===== config.mk =====
export PLATFORM = sky130hd
export DESIGN_NAME = event_record_assembler_flat
export DESIGN_NICKNAME = d
export VERILOG_FILES = /design/src/rtl/event_record_assembler_pkg.sv /design/src/rtl/event_record_assembler_if.sv /design/src/rtl/event_record_assembler_sat_counter.sv /design/src/rtl/event_record_assembler.sv /design/src/flat_wrapper.sv
export SDC_FILE = /design/constraint.sdc
export NUM_CORES = 1
export LEC_CHECK = 0
export ABC_AREA = 1
export ABC_CLOCK_PERIOD_IN_PS = 1900
export BUFFER_PORTS_ARGS = -buffer_cell sky130_fd_sc_hd__buf_4
export CAP_MARGIN = 20
export CORE_AREA = 4 4 232 234
export CTS_BUF_LIST = sky130_fd_sc_hd__clkbuf_8
export CTS_CLUSTER_SIZE = 30
export DETAILED_ROUTE_END_ITERATION = 8
export DIE_AREA = 0 0 236 238
export GPL_ROUTABILITY_DRIVEN = 0
export PLACE_DENSITY_LB_ADDON = 0.12
export SYNTH_ARGS = -nofsm -noshare
export SYNTH_HDL_FRONTEND = slang
export SYNTH_SLANG_ARGS = --single-unit

===== constraint.sdc =====
create_clock -name clk -period 1.9 [get_ports clk]
set_input_delay 0.19 -clock clk [delete_from_list [all_inputs] [get_ports clk]]
set_output_delay 0.19 -clock clk [all_outputs]
set_load 0.05 [all_outputs]

===== src/rtl/event_record_assembler_pkg.sv =====
// event_record_types: record layout constants, side codes and assembler FSM states
package event_record_types;
  localparam int REC_W     = 256;
  localparam int TS_LSB    = 0;
  localparam int TS_W      = 64;
  localparam int UID_LSB   = 64;
  localparam int UID_W     = 64;
  localparam int SIDE_LSB  = 128;
  localparam int SIDE_W    = 8;
  localparam int PRICE_LSB = 136;
  localparam int PRICE_W   = 32;
  localparam int QTY_LSB   = 168;
  localparam int QTY_W     = 32;
  localparam logic [7:0] SIDE_BID = 8'h00;
  localparam logic [7:0] SIDE_ASK = 8'h01;
  typedef enum logic {COLLECT, DRAIN} state_t;
endpackage


===== src/rtl/event_record_assembler_if.sv =====
// event_record_assembler_if: beat stream in, unpacked record fields out
interface event_record_assembler_if #(parameter int IN_W = 64);
  logic [IN_W-1:0] s_axis_tdata;
  logic            s_axis_tvalid;
  logic            s_axis_tlast;
  logic            s_axis_tready;
  logic            m_axis_tvalid;
  logic            m_axis_tready;
  logic            m_axis_tlast;
  logic [63:0]     ts_ns;
  logic [63:0]     update_id;
  logic [7:0]      side;
  logic [31:0]     price_f32;
  logic [31:0]     qty_f32;
  modport master (
    output s_axis_tdata, s_axis_tvalid, s_axis_tlast, m_axis_tready,
    input  s_axis_tready, m_axis_tvalid, m_axis_tlast, ts_ns, update_id, side, price_f32, qty_f32
  );
  modport slave (
    input  s_axis_tdata, s_axis_tvalid, s_axis_tlast, m_axis_tready,
    output s_axis_tready, m_axis_tvalid, m_axis_tlast, ts_ns, update_id, side, price_f32, qty_f32
  );
endinterface


===== src/rtl/event_record_assembler_sat_counter.sv =====
// sat_counter: up-counter that sticks at all-ones, with synchronous clear
module sat_counter #(
  parameter int W = 32
) (
  input  logic         clk,
  input  logic         rst_n,
  input  logic         inc,
  input  logic         clr,
  output logic [W-1:0] cnt
);
  always_ff @(posedge clk or negedge rst_n)
    if (!rst_n) cnt <= '0;
    else if (clr) cnt <= '0;
    else if (inc && !(&cnt)) cnt <= cnt + 1'b1;
endmodule


===== src/rtl/event_record_assembler.sv =====
// event_record_assembler: gathers IN_W beats into 256-bit records and unpacks the fields.
// Define EVT_SIDE_CHECK_EN to drop records whose side is neither bid nor ask.
module event_record_assembler
  import event_record_types::*;
#(
  parameter int IN_W  = 64,
  parameter int CNT_W = 32
) (
  input  logic             clk,
  input  logic             rst_n,
  event_record_assembler_if.slave bus,
  output logic [CNT_W-1:0] rec_cnt,
  output logic [CNT_W-1:0] frame_err_cnt,
  output logic [CNT_W-1:0] side_err_cnt,
  output logic             frame_err
);
  localparam int BEATS = REC_W / IN_W;
  localparam int IDX_W = BEATS > 1 ? $clog2(BEATS) : 1;
  state_t state, state_nxt;
  logic [IDX_W-1:0] beat_idx;
  logic [REC_W-1:0] rec, full_rec;
  logic last_idx, tready, take, collect, good, ferr, emit, side_bad, side_ok;
  assign last_idx = beat_idx == IDX_W'(BEATS - 1);
  assign bus.s_axis_tready = tready;
  assign bus.m_axis_tlast  = bus.m_axis_tvalid;
  // the final beat is merged combinationally so fields load on the accepting edge
  always_comb begin
    full_rec = rec;
    full_rec[beat_idx*IN_W +: IN_W] = bus.s_axis_tdata;
  end
`ifdef EVT_SIDE_CHECK_EN
  assign side_ok = full_rec[SIDE_LSB +: SIDE_W] inside {SIDE_BID, SIDE_ASK};
`else
  assign side_ok = 1'b1;
`endif
  always_ff @(posedge clk or negedge rst_n)
    if (!rst_n) state <= COLLECT;
    else state <= state_nxt;
  always_comb
    state_nxt = !take ? state :
                state == COLLECT ? ((last_idx && !bus.s_axis_tlast) ? DRAIN : COLLECT) :
                bus.s_axis_tlast ? COLLECT : DRAIN;
  // only the final beat needs room in the output register
  always_comb begin
    tready   = state == DRAIN || !last_idx || !bus.m_axis_tvalid || bus.m_axis_tready;
    take     = bus.s_axis_tvalid && tready;
    collect  = take && state == COLLECT;
    good     = collect && last_idx && bus.s_axis_tlast;
    ferr     = collect && (last_idx != bus.s_axis_tlast);
    emit     = good && side_ok;
    side_bad = good && !side_ok;
  end
  always_ff @(posedge clk or negedge rst_n)
    if (!rst_n) begin
      beat_idx          <= '0;
      rec               <= '0;
      frame_err         <= 1'b0;
      bus.m_axis_tvalid <= 1'b0;
      bus.ts_ns         <= '0;
      bus.update_id     <= '0;
      bus.side          <= '0;
      bus.price_f32     <= '0;
      bus.qty_f32       <= '0;
    end else begin
      frame_err <= ferr;
      if (collect) begin
        rec      <= full_rec;
        beat_idx <= (last_idx || bus.s_axis_tlast) ? '0 : beat_idx + 1'b1;
      end
      if (emit) begin
        bus.m_axis_tvalid <= 1'b1;
        bus.ts_ns         <= full_rec[TS_LSB +: TS_W];
        bus.update_id     <= full_rec[UID_LSB +: UID_W];
        bus.side          <= full_rec[SIDE_LSB +: SIDE_W];
        bus.price_f32     <= full_rec[PRICE_LSB +: PRICE_W];
        bus.qty_f32       <= full_rec[QTY_LSB +: QTY_W];
      end else if (bus.m_axis_tready) begin
        bus.m_axis_tvalid <= 1'b0;
      end
    end
  sat_counter #(.W(CNT_W)) u_rec_cnt  (.clk(clk), .rst_n(rst_n), .inc(emit),     .clr(1'b0), .cnt(rec_cnt));
  sat_counter #(.W(CNT_W)) u_ferr_cnt (.clk(clk), .rst_n(rst_n), .inc(ferr),     .clr(1'b0), .cnt(frame_err_cnt));
  sat_counter #(.W(CNT_W)) u_serr_cnt (.clk(clk), .rst_n(rst_n), .inc(side_bad), .clr(1'b0), .cnt(side_err_cnt));
endmodule


===== src/flat_wrapper.sv =====
// flat-port wrapper written by rule: the top's interface ports become plain ports
module event_record_assembler_flat import event_record_types::*;
#(
  parameter int IN_W  = 64,
  parameter int CNT_W = 32
)
  (clk, rst_n, rec_cnt, frame_err_cnt, side_err_cnt, frame_err, bus_s_axis_tdata, bus_s_axis_tvalid, bus_s_axis_tlast, bus_m_axis_tready, bus_s_axis_tready, bus_m_axis_tvalid, bus_m_axis_tlast, bus_ts_ns, bus_update_id, bus_side, bus_price_f32, bus_qty_f32);
  event_record_assembler_if #(.IN_W(IN_W)) bus_i ();
  input  logic clk;
  input  logic rst_n;
  output logic [CNT_W-1:0] rec_cnt;
  output logic [CNT_W-1:0] frame_err_cnt;
  output logic [CNT_W-1:0] side_err_cnt;
  output logic frame_err;
  input wire logic [$bits(bus_i.s_axis_tdata)-1:0] bus_s_axis_tdata;
  input wire logic [$bits(bus_i.s_axis_tvalid)-1:0] bus_s_axis_tvalid;
  input wire logic [$bits(bus_i.s_axis_tlast)-1:0] bus_s_axis_tlast;
  input wire logic [$bits(bus_i.m_axis_tready)-1:0] bus_m_axis_tready;
  output wire logic [$bits(bus_i.s_axis_tready)-1:0] bus_s_axis_tready;
  output wire logic [$bits(bus_i.m_axis_tvalid)-1:0] bus_m_axis_tvalid;
  output wire logic [$bits(bus_i.m_axis_tlast)-1:0] bus_m_axis_tlast;
  output wire logic [$bits(bus_i.ts_ns)-1:0] bus_ts_ns;
  output wire logic [$bits(bus_i.update_id)-1:0] bus_update_id;
  output wire logic [$bits(bus_i.side)-1:0] bus_side;
  output wire logic [$bits(bus_i.price_f32)-1:0] bus_price_f32;
  output wire logic [$bits(bus_i.qty_f32)-1:0] bus_qty_f32;
  assign bus_i.s_axis_tdata = bus_s_axis_tdata;
  assign bus_i.s_axis_tvalid = bus_s_axis_tvalid;
  assign bus_i.s_axis_tlast = bus_s_axis_tlast;
  assign bus_i.m_axis_tready = bus_m_axis_tready;
  assign bus_s_axis_tready = bus_i.s_axis_tready;
  assign bus_m_axis_tvalid = bus_i.m_axis_tvalid;
  assign bus_m_axis_tlast = bus_i.m_axis_tlast;
  assign bus_ts_ns = bus_i.ts_ns;
  assign bus_update_id = bus_i.update_id;
  assign bus_side = bus_i.side;
  assign bus_price_f32 = bus_i.price_f32;
  assign bus_qty_f32 = bus_i.qty_f32;
  event_record_assembler #(.IN_W(IN_W), .CNT_W(CNT_W)) u_core (.clk(clk), .rst_n(rst_n), .bus(bus_i), .rec_cnt(rec_cnt), .frame_err_cnt(frame_err_cnt), .side_err_cnt(side_err_cnt), .frame_err(frame_err));
endmodule

==> results.md <==
| Item | This run |
|---|---|
| Fraction of layout cells with a size suffix above 1 | 19.6% |
| Ordered cell list for the critical path | ha_4, inv_2, nor2_4, nand2_4, buf_6 |
| RSZ-0062 raised after global routing | true |
| Worst Path Max Fanout | 3 |
| Num Clock Sinks | 469 |
| Count of warnings emitted by yosys | 0 |
| Largest delay contributor family on the critical path | flip-flops |
| Number of top-level design ports | 369 |
| DRC violation count after routing | 0 |
| Minimum clock period | 1.89 ns |
| Leakage power | 14.7 nW |
| Pins Over Slew Limit | 0 |
| Effective utilization at floorplan | 42.3% |
| Arr. time, crit path | 1.70 ns |
| Leading cell type in the layout, fill and taps excluded | nand2_1 |
| Placeable core region | 52000 µm² |
| Die Span Y | 238 µm |
| Slew margin rel. | 65.8% |
| Synthesis-stage register bit count | 469 |
| Maximum level of the CTS H-tree | 3 |
| Num rows | 84 |
| Sequential fraction of the synthesis area | 53.4% |
| Vias per Instance | 4.92 |
| Result of the run | finished, final reports clean |
| Total Routed Length | 69300 µm |
| Final hold slack | 0.0865 ns |
| Post-detailed-route wirelength per cell | 17.1 µm |
| Post-route design area | 28800 µm² |
| Clock buffer depth | 3 |
| Global-route wire length before repair | 107000 µm |
| Clock latency on the worst-skew pair | 0.67 ns |
| Initial drt markers | 1348 |
| Maximum resistive drop on vdd | 825 µV |
| Total power per unit cell area | 1430 nW/µm² |
| Layout overhead on the synthesized area | 31.0% |
| Number of max-cap violations | 0 |
| Synth unique cells | 27 |
| CP endpoint kind | primary output |
| Final HPWL DP | 45600 µm |
| Root buffer cell | clkbuf_8 |
| Via count of the routed design | 19959 |
| Transition at the pin with the smallest max-transition slack | 0.514 ns |
| Cell count after synthesis | 2836 |
| Buf+Inv Stages, Crit Path | 2 |
| CTS buffer count | 85 |
| Number of antenna violations at the first check in global routing | 5 |
| Layout net count | 3370 |
| GR Util All Layers | 23.5% |
| Number of search-and-repair iterations in the first detailed-routing pass | 6 |
| Most frequent cells in the layout | 1249 x nand2_1, 464 x dfrtp_1, 403 x buf_4 |
| Total gr overflow | 0 |
| Clock slew seen by the registers of the worst setup and hold paths | 0.06 ns |
| Highest Clock Rate | 530 MHz |
| Worst setup path class | reg -> out |
| Worst min path class | in -> async |
| Die area | 56200 µm² |
| Count of buffers inserted at the top-level ports | 336 |
| CTS tree | done |
| Share of the clock period used by the worst path after layout | 99.3% |
| Final setup fails | 0 |
| Area of placed instances | 25800 µm² |
| Post-synth design cell area | 22000 µm² |
| Remaining antenna violation count after routing | 0 |
| Final Hold Fails | 0 |
| Slowest Stage Delay on Critical Path | 0.44 ns |
| Cell with the largest stage delay on the worst path | dfrtp_1 |
| Width of the die | 236 µm |
| Kind of launch point of the worst setup path | register |
| Worst Path Required | 1.71 ns |
| Maximum number of pins on one net before global-route repair | 84 |
| Maximum clock skew at final layout | 0.0281 ns |
| Synthesized area divided by synthesized cell count | 7.75 µm² |
| Number of global-route vias before repair | 19607 |
==> through the flow <==
step	setup TNS, ns	total power, W	utilization [%]	instances	setup WS (ns)
finish	0	0.0413	55.4	4053	0.0129
global route	-3.94	0.0436	55.4	4053	-0.102
CTS	-0.0704	0.0409	54.5	4038	-0.0658
detailed placement	-0.935	0.0305	49.6	3811	-0.0626
global placement	-0.170	0.0303	49.6	3811	-0.0400
floorplan	0	0.0249	-	2867	0.00780
==> cell type report <==
type | count | area, µm²
Inverter | 324 | 1240
Antenna cell | 4 | 10.0
Fill cell | 4884 | 23200
Clock inverter | 40 | 209
Timing Repair Buffer | 517 | 4600
Tap cell | 688 | 861
Sequential cell | 469 | 11700
Clock buffer | 116 | 1600
Multi-Input combinational cell | 1895 | 8540
==> Yosys cell counts, drive strengths merged <==
| cell type | n | area share [%] |
|---|---|---|
| conb | 1 | 0.017 |
| xnor2 | 14 | 0.56 |
| nand4 | 5 | 0.14 |
| clkbuf | 88 | 1.5 |
| buf | 91 | 2.6 |
| xor2 | 13 | 0.52 |
| nand2 | 1259 | 22 |
| inv | 324 | 5.5 |
| dfrtp | 469 | 53 |
| o21ai | 210 | 4.8 |
| o22ai | 201 | 5.7 |
| nand3b | 2 | 0.068 |
| nor2 | 112 | 2.1 |
| nand3 | 38 | 0.89 |
| ha | 9 | 0.51 |
==> logic make-up after synthesis <==
kind of cell | count (synthesis) | share of synthesized area [%]
adder cells (fa/ha/maj) | 9 | 0.512
other | 1 | 0.0171
AND/OR/NAND/NOR | 1416 | 24.8
buffers and inverters | 503 | 9.66
flip-flops | 469 | 53.4
XOR/XNOR | 27 | 1.08
AO/OA/AOI/OAI | 411 | 10.5
==> power by group <==
| part | switching [W] | leakage (nW) | internal (W) | total [W] |
|---|---|---|---|---|
| clock network | 0.00447 | 1.03 | 0.00557 | 0.0100 |
| logic | 0.0117 | 7.33 | 0.00506 | 0.0168 |
| registers | 0.00150 | 6.38 | 0.0129 | 0.0144 |
==> registers in the layout, indices dropped and copies added, names as in the netlist <==
signal and cells:
u_core.frame_err 1, u_core.state 1, u_core.bus.ts_ns 64, u_core.bus.m_axis_tlast 1, u_core.u_rec_cnt.cnt 32, u_core.u_ferr_cnt.cnt 32
u_core.bus.update_id 64, u_core.beat_idx 2, u_core.bus.price_f32 32, u_core.rec 200, u_core.bus.side 8, u_core.bus.qty_f32 32
==> worst register-to-register path, delay by kind of cell (launching register included) <==
family          cells  cell delay (ns)
simple gates        4             0.52
fa+ha+maj           1             0.18
compound gates      1             0.09
buf+inv             3             0.49
flops               1             0.44
==> worst paths after layout <==
check | slack (ns) | to | depth (start not counted) | start
worst max-delay path | 0.01 | bus_s_axis_tready | 5 | u_core.beat_idx[1]
worst min-delay path | 0.09 | u_core.rec[131] | 2 | rst_n
worst max register to register | 0.06 | u_core.rec[94] | 9 | u_core.beat_idx[1]
worst min register to register | 0.48 | u_core.bus.update_id[3] | 2 | u_core.bus.update_id[3]
max in group asynchronous | 1.05 | u_core.rec[46] | 3 | rst_n
min in group clk | 0.17 | u_core.beat_idx[0] | 6 | bus_m_axis_tready
==> routing by layer <==
metal / track usage (%) / up-vias / wire length (µm)
li1: - / 9689 / -
met1: 31.9 / 9587 / 30800
met2: 37.8 / 564 / 32800
met3: 5.19 / 117 / 4040
met4: 8.17 / 2 / 1790
met5: 0 / - / 13
==> timing repair <==
action | in CTS | in global routing
hold endpoints to repair | 855 | 0
gates resized for setup | 7 | 55
setup endpoints to repair | 217 | 383
buffers inserted | 2 | 5
pin swaps | 0 | 2
hold buffers | 69 | 0
gates cloned | 0 | 6
(Power assumes the default switching activity.)
